`src/rtl/dror_sched_pkg.sv`:
```
// Shared types and width helpers for the core dispatch scheduler.
//   sched_state_e : scheduler FSM states
//   idx_width()   : point index / counter width for a given base width N
package dror_sched_pkg;

  typedef enum logic [2:0] {
    StIdle,
    StInit,
    StRun,
    StDrain,
    StDone
  } sched_state_e;

  localparam int unsigned DefaultN = 16;
  localparam int unsigned IDX_W    = 2 * DefaultN;

  // Point indices, sizes and counters are twice the base data width.
  function automatic int unsigned idx_width(int unsigned n);
    return 2 * n;
  endfunction

endpackage

```
`src/rtl/rr_arbiter.sv`:
```
// Combinational round-robin arbiter.
//   req_i       : request vector, one bit per requester
//   ptr_i       : index with highest priority this cycle
//   gnt_valid_o : at least one request is set
//   gnt_idx_o   : first set request at or after ptr_i, wrapping
// Requester count must be a power of two so index arithmetic wraps naturally.
module rr_arbiter #(
  parameter int unsigned CORE_NUMBER = 16,
  localparam int unsigned CW = $clog2(CORE_NUMBER)
) (
  input  logic [CORE_NUMBER-1:0] req_i,
  input  logic [CW-1:0]          ptr_i,
  output logic                   gnt_valid_o,
  output logic [CW-1:0]          gnt_idx_o
);

  logic [CORE_NUMBER-1:0] rot;
  logic [CW-1:0]          enc;

  // Rotate so that ptr_i lands on bit 0.
  always_comb begin
    rot = '0;
    for (int i = 0; i < CORE_NUMBER; i++) begin
      rot[i] = req_i[ptr_i + CW'(i)];
    end
  end

  // Lowest set bit of the rotated vector wins.
  always_comb begin
    enc         = '0;
    gnt_valid_o = 1'b0;
    for (int i = CORE_NUMBER - 1; i >= 0; i--) begin
      if (rot[i]) begin
        enc         = CW'(i);
        gnt_valid_o = 1'b1;
      end
    end
  end

  // Undo the rotation.
  assign gnt_idx_o = enc + ptr_i;

endmodule

```
`src/rtl/core_dispatch_scheduler.sv`:
```
// Dispatch scheduler for a bank of validator cores.
//   clk_i, rst_ni          : clock, asynchronous active-low reset
//   start_i, pause_i       : run start pulse (IDLE/DONE only), global hold
//   point_cloud_size_i     : number of points, sampled on start
//   core_done_i            : per-core result-ready level
//   core_outlier_i         : per-core outlier flag, valid with core_done_i
//   core_load_o            : one-hot load pulse for the selected core
//   load_index_o           : point index accompanying core_load_o
//   fifo_full_i            : outlier FIFO full
//   fifo_wr_en_o, fifo_din_o : outlier FIFO push and point position
//   outlier_count_o        : outliers pushed this run
//   busy_o, done_o         : run in progress, run complete (held)
// Loads the first points into the cores, then hands each next point to a core
// that finishes, retiring at most one result per cycle in round-robin order.
module core_dispatch_scheduler
  import dror_sched_pkg::*;
#(
  parameter int unsigned N           = 16,
  parameter int unsigned CORE_NUMBER = 16
) (
  input  logic                   clk_i,
  input  logic                   rst_ni,
  input  logic                   start_i,
  input  logic                   pause_i,
  input  logic [2*N-1:0]         point_cloud_size_i,
  input  logic [CORE_NUMBER-1:0] core_done_i,
  input  logic [CORE_NUMBER-1:0] core_outlier_i,
  output logic [CORE_NUMBER-1:0] core_load_o,
  output logic [2*N-1:0]         load_index_o,
  input  logic                   fifo_full_i,
  output logic                   fifo_wr_en_o,
  output logic [2*N-1:0]         fifo_din_o,
  output logic [2*N-1:0]         outlier_count_o,
  output logic                   busy_o,
  output logic                   done_o
);

  localparam int unsigned CW   = $clog2(CORE_NUMBER);
  localparam int unsigned IdxW = idx_width(N);

  localparam logic [IdxW-1:0] IdxOne     = IdxW'(1);
  localparam logic [IdxW-1:0] CoreNumIdx = IdxW'(CORE_NUMBER);

  sched_state_e state_q, state_d;

  logic [IdxW-1:0]        size_q, size_d;
  logic [IdxW-1:0]        next_pos_q, next_pos_d;
  logic [IdxW-1:0]        outlier_count_q, outlier_count_d;
  logic [CORE_NUMBER-1:0] active_q, active_d;
  logic [CORE_NUMBER-1:0] holdoff_q, holdoff_d;
  logic [IdxW-1:0]        pos_buf_q [CORE_NUMBER];
  logic [IdxW-1:0]        pos_buf_d [CORE_NUMBER];
  logic [CW-1:0]          rr_ptr_q, rr_ptr_d;

  logic [CORE_NUMBER-1:0] core_load_q, core_load_d;
  logic [IdxW-1:0]        load_index_q, load_index_d;
  logic                   fifo_wr_en_q, fifo_wr_en_d;
  logic [IdxW-1:0]        fifo_din_q, fifo_din_d;
  logic                   busy_q, busy_d;
  logic                   done_q, done_d;

  logic [CORE_NUMBER-1:0] cand;
  logic                   gnt_valid;
  logic [CW-1:0]          gnt_idx;
  logic                   stall;
  logic [CW-1:0]          slot;
  logic [IdxW-1:0]        init_limit;

  // A core in holdoff was just loaded; its core_done may still be stale.
  assign cand       = core_done_i & active_q & ~holdoff_q;
  assign stall      = core_outlier_i[gnt_idx] & fifo_full_i;
  assign slot       = next_pos_q[CW-1:0];
  assign init_limit = (size_q < CoreNumIdx) ? size_q : CoreNumIdx;

  rr_arbiter #(
    .CORE_NUMBER(CORE_NUMBER)
  ) u_rr_arbiter (
    .req_i      (cand),
    .ptr_i      (rr_ptr_q),
    .gnt_valid_o(gnt_valid),
    .gnt_idx_o  (gnt_idx)
  );

  always_comb begin
    state_d         = state_q;
    size_d          = size_q;
    next_pos_d      = next_pos_q;
    outlier_count_d = outlier_count_q;
    active_d        = active_q;
    // Holdoff lasts exactly the cycle the load pulse is visible, pause or not.
    holdoff_d       = holdoff_q & ~core_load_q;
    pos_buf_d       = pos_buf_q;
    rr_ptr_d        = rr_ptr_q;
    core_load_d     = '0;
    load_index_d    = load_index_q;
    fifo_wr_en_d    = 1'b0;
    fifo_din_d      = fifo_din_q;

    case (state_q)
      StIdle, StDone: begin
        if (start_i) begin
          size_d          = point_cloud_size_i;
          next_pos_d      = '0;
          outlier_count_d = '0;
          state_d         = (point_cloud_size_i == '0) ? StDone : StInit;
        end
      end

      StInit: begin
        if (!pause_i) begin
          core_load_d[slot] = 1'b1;
          load_index_d      = next_pos_q;
          pos_buf_d[slot]   = next_pos_q;
          active_d[slot]    = 1'b1;
          holdoff_d[slot]   = 1'b1;
          next_pos_d        = next_pos_q + IdxOne;
          if (next_pos_d == init_limit) begin
            state_d = StRun;
          end
        end
      end

      StRun, StDrain: begin
        // An outlier head blocks everyone behind it, keeping the order fair.
        if (!pause_i && gnt_valid && !stall) begin
          rr_ptr_d = gnt_idx + CW'(1);
          if (core_outlier_i[gnt_idx]) begin
            fifo_wr_en_d    = 1'b1;
            fifo_din_d      = pos_buf_q[gnt_idx];
            outlier_count_d = outlier_count_q + IdxOne;
          end
          if (next_pos_q < size_q) begin
            core_load_d[gnt_idx] = 1'b1;
            load_index_d         = next_pos_q;
            pos_buf_d[gnt_idx]   = next_pos_q;
            holdoff_d[gnt_idx]   = 1'b1;
            next_pos_d           = next_pos_q + IdxOne;
          end else begin
            active_d[gnt_idx] = 1'b0;
          end
        end
        if (!pause_i) begin
          if (state_q == StRun && next_pos_d == size_q) begin
            state_d = StDrain;
          end else if (state_q == StDrain && active_d == '0) begin
            state_d = StDone;
          end
        end
      end

      default: state_d = StIdle;
    endcase

    busy_d = state_d inside {StInit, StRun, StDrain};
    done_d = (state_d == StDone);
  end

  always_ff @(posedge clk_i or negedge rst_ni) begin
    if (!rst_ni) begin
      state_q         <= StIdle;
      size_q          <= '0;
      next_pos_q      <= '0;
      outlier_count_q <= '0;
      active_q        <= '0;
      holdoff_q       <= '0;
      rr_ptr_q        <= '0;
      core_load_q     <= '0;
      load_index_q    <= '0;
      fifo_wr_en_q    <= 1'b0;
      fifo_din_q      <= '0;
      busy_q          <= 1'b0;
      done_q          <= 1'b0;
      for (int k = 0; k < CORE_NUMBER; k++) begin
        pos_buf_q[k] <= '0;
      end
    end else begin
      state_q         <= state_d;
      size_q          <= size_d;
      next_pos_q      <= next_pos_d;
      outlier_count_q <= outlier_count_d;
      active_q        <= active_d;
      holdoff_q       <= holdoff_d;
      rr_ptr_q        <= rr_ptr_d;
      core_load_q     <= core_load_d;
      load_index_q    <= load_index_d;
      fifo_wr_en_q    <= fifo_wr_en_d;
      fifo_din_q      <= fifo_din_d;
      busy_q          <= busy_d;
      done_q          <= done_d;
      for (int k = 0; k < CORE_NUMBER; k++) begin
        pos_buf_q[k] <= pos_buf_d[k];
      end
    end
  end

  assign core_load_o     = core_load_q;
  assign load_index_o    = load_index_q;
  assign fifo_wr_en_o    = fifo_wr_en_q;
  assign fifo_din_o      = fifo_din_q;
  assign outlier_count_o = outlier_count_q;
  assign busy_o          = busy_q;
  assign done_o          = done_q;

endmodule
```
`config.mk`:
```
export PLATFORM = sky130hd
export DESIGN_NAME = core_dispatch_scheduler
export DESIGN_NICKNAME = d
export VERILOG_FILES = /design/src/rtl/dror_sched_pkg.sv /design/src/rtl/rr_arbiter.sv /design/src/rtl/core_dispatch_scheduler.sv
export SDC_FILE = /design/constraint.sdc
export NUM_CORES = 2
export LEC_CHECK = 0
export ABC_AREA = 1
export ABC_CLOCK_PERIOD_IN_PS = 10000
export CAP_MARGIN = 20
export CORE_UTILIZATION = 60
export DETAILED_ROUTE_END_ITERATION = 8
export PLACE_DENSITY = 0.77
export SLEW_MARGIN = 30
export SYNTH_ARGS = -nofsm -noshare
export SYNTH_HDL_FRONTEND = slang
export SYNTH_SLANG_ARGS = --single-unit
```
`constraint.sdc`:
```
create_clock -name clk_i -period 10 [get_ports clk_i]
set_clock_uncertainty 0.2 [all_clocks]
set_input_delay 2 -clock clk_i [delete_from_list [all_inputs] [get_ports clk_i]]
set_output_delay 2 -clock clk_i [all_outputs]
set_load 0.01 [all_outputs]
```
==> flow_summary.yaml <==
outcome:
  status: "completed"
cells_and_area:
  diodes: 0
  ff_latch_area_um2: 18270
  area_growth_pct: 12.35
  post-route-cell-area_um2: 41430
  num-fill-cells: 5040
  multi_input_area_um2: 16410
  nets: 4704
  fin_cells: 5426
  drive_gt1_share_pct: 5.706
sta:
  hold_ws_ps: 238.2
  fin_crit_ps: 8018
  finalCritPeriodShare_pct: 80.18
  worst_pin_slew_ps: 1038
  slew_viol_final: 0
  setup_tns_ps: 0
  hold_viol_final: 0
  fmax_mhz: 124.7
  rsz0062_at_grt: "false"
  setup_violations: 0
  slew-limit-headroom_pct: 30.75
route:
  ant_nets: 0
  drc: 0
  wl_um: 119700
  num_vias: 33920
  dr.pass1.iters: 7
  via_per_inst: 6.252
  wl_per_cell_um: 22.05
  drtIter0Drc: 4153
yosys:
  synthCells: 4593
  synth_seq_cells: 730
  ys_types: 60
  synth_top_area_cell: "dfrtp_1"
  netlist.area_leader.share_pct: 49.53
  synth-edff-count: 0
  ys.flop_type: "dfrtp_1"
  ys_warn_count: 0
  synth-async-reset-ratio_pct: 100.0
  yosys-top-cells-area: "dfrtp_1 (50%), nand2_1 (14%), o21ai_0 (8.2%)"
  synth.most_common_cell: "nand2_1"
  synth_commonest_cells: "nand2_1 (1354), dfrtp_1 (730), o21ai_0 (602)"
  yosysSeqAreaShare_pct: 49.53
  netlist_area_um2: 36880
  synth_nets: 4714
  synth_area_per_cell_um2: 8.029
setup_path:
  worstSetupEndpoint: "pos_buf_q[477]"
  path_delay_family: "simple AND/OR/NAND/NOR gates"
  crit_slowest_cell: "dfrtp_1"
  reg2reg_from: "rr_ptr_q[1]"
  end_kind: "register"
  slowest_delay_ps: 900
  critPathLaunchType: "register"
  startpoint: "rr_ptr_q[1]"
  criticalPathCategory: "reg -> reg"
  crit_top_cell: "nand2_1"
  timing.rr.end: "pos_buf_q[477]"
  reg2reg_depth: 30
  rrSetupSlack_ps: 1980
  crit_buf_inv: 6
  worstPathMaxFanout: 39
  crit_arrival_ps: 8290
  crit_required_ps: 10270
  crit_cells: 30
flow_run:
  cap_viol_max_count: 0
worst_hold_path:
  hold_path_class: "reg -> reg"
global_routing:
  grt_max_degree: 156
  first_global_vias: 31560
  antenna_found_initial: 3
  grt_pass1_wl_um: 186100
  overflow: 0
  track_usage_pct: 38.45
clocking:
  cts_tree: "built"
  post_cts_buffers: 0
  htree_num_levels: 3
  clk_latency_ps: 650
  clkSinkCount: 730
  cts_resized: 0
  cts_buffer_depth: 3
  cts_made_buffers: 77
  postCtsHoldBufs: 0
  cts-root-buf: "clkbuf_16"
  clk_pin_slew_ps: 60
die:
  start_util_pct: 60.87
  row_count: 90
  die_area_um2: 62460
  core_area_um2: 60580
  die_x_um: 249.9
  io_pins: 184
  fp.dieH_um: 249.9
placement:
  portBuffers: 183
  dp_cells: 5285
  place.gp.congestion: 1.003
  hpwl_um: 76820
  dpl_cell_area_um2: 38830
## through the flow
stage          worst slack, ps  util [%]
2_1_floorplan             3251         -
3_3_place_gp              1776     64.08
3_5_place_dp              1621     64.09
4_1_cts                   2199     68.31
5_1_grt                   1504     68.39
6_report                  1982     68.39
## per-layer routing
metal | vias up | global-route usage [%] | part of all wire, % | routed length [um]
li1 | 15470 | - | - | -
met3 | 256 | 7.311 | 10 | 12150
met2 | 1839 | 57.36 | 44 | 52940
met4 | 4 | 13.23 | 3.2 | 3882
met1 | 16360 | 56.33 | 42 | 50650
met5 | - | 0 | 0.028 | 33
## placed cells by master, fill, tap and decap left out, types with 32 or more instances in the layout
cell type / Yosys / final
nand3_1: 205 / 205
o21ai_1: 134 / 134
nand2_1: 1354 / 1351
xor2_1: 54 / 54
clkbuf_16: 0 / 78
nor2_1: 244 / 240
dfrtp_1: 730 / 730
nor3_1: 32 / 32
buf_4: 3 / 45
o22ai_1: 66 / 66
a21oi_1: 195 / 195
o21ai_0: 602 / 602
inv_1: 214 / 212
ha_1: 51 / 50
a32o_1: 77 / 77
a31oi_1: 46 / 45
nor4_1: 36 / 34
clkdlybuf4s50_1: 0 / 182
## logic make-up after synthesis
family / share of synthesized area, %
simple gates: 21.90
compound gates: 18.98
flops: 49.53
buf+inv: 6.198
xor+xnor: 1.486
fa+ha+maj: 1.785
mux: 0.1221
## layout make-up
class	instances	area share (%)
clock inverter	28	0.6734
sequential	730	44.09
multi-input combinational	3306	39.61
clock buffer	112	5.502
timing repair buffer	236	5.611
tap	782	2.362
inverter	232	2.156
## worst reg2reg max path: cells and delay by family (launching register included)
family | cells | cell delay (ps)
and+or+nand+nor | 13 | 2330
AOI/OAI and AO/OA | 8 | 1210
buffers and inverters | 6 | 1970
adders and majority gates | 3 | 1290
DFF | 1 | 900
## worst min-delay path by stage
stage                endpoint             from  cells past startpoint  slack (ps)
2_1_floorplan  pos_buf_q[194]   pos_buf_q[194]                      2         240
3_3_place_gp    holdoff_q[14]  core_load_o[14]                      1         230
3_5_place_dp    holdoff_q[14]  core_load_o[14]                      1         230
4_1_cts         holdoff_q[14]  core_load_o[14]                      1         240
5_1_grt         holdoff_q[14]  core_load_o[14]                      1         270
6_report        holdoff_q[14]  core_load_o[14]                      1         240
## registers in the layout, indices dropped and copies added, names as in the netlist, 3 cells and up
| register | cells |
|---|---|
| core_load_o | 16 |
| active_q | 16 |
| holdoff_q | 16 |
| size_q | 32 |
| state_q | 3 |
| load_index_o | 32 |
| next_pos_q | 32 |
| fifo_din_o | 32 |
| pos_buf_q | 512 |
| outlier_count_o | 32 |
| rr_ptr_q | 4 |
Power is not shown: default switching activity piles up to over one toggle a cycle in this logic, so the estimate is an artifact.
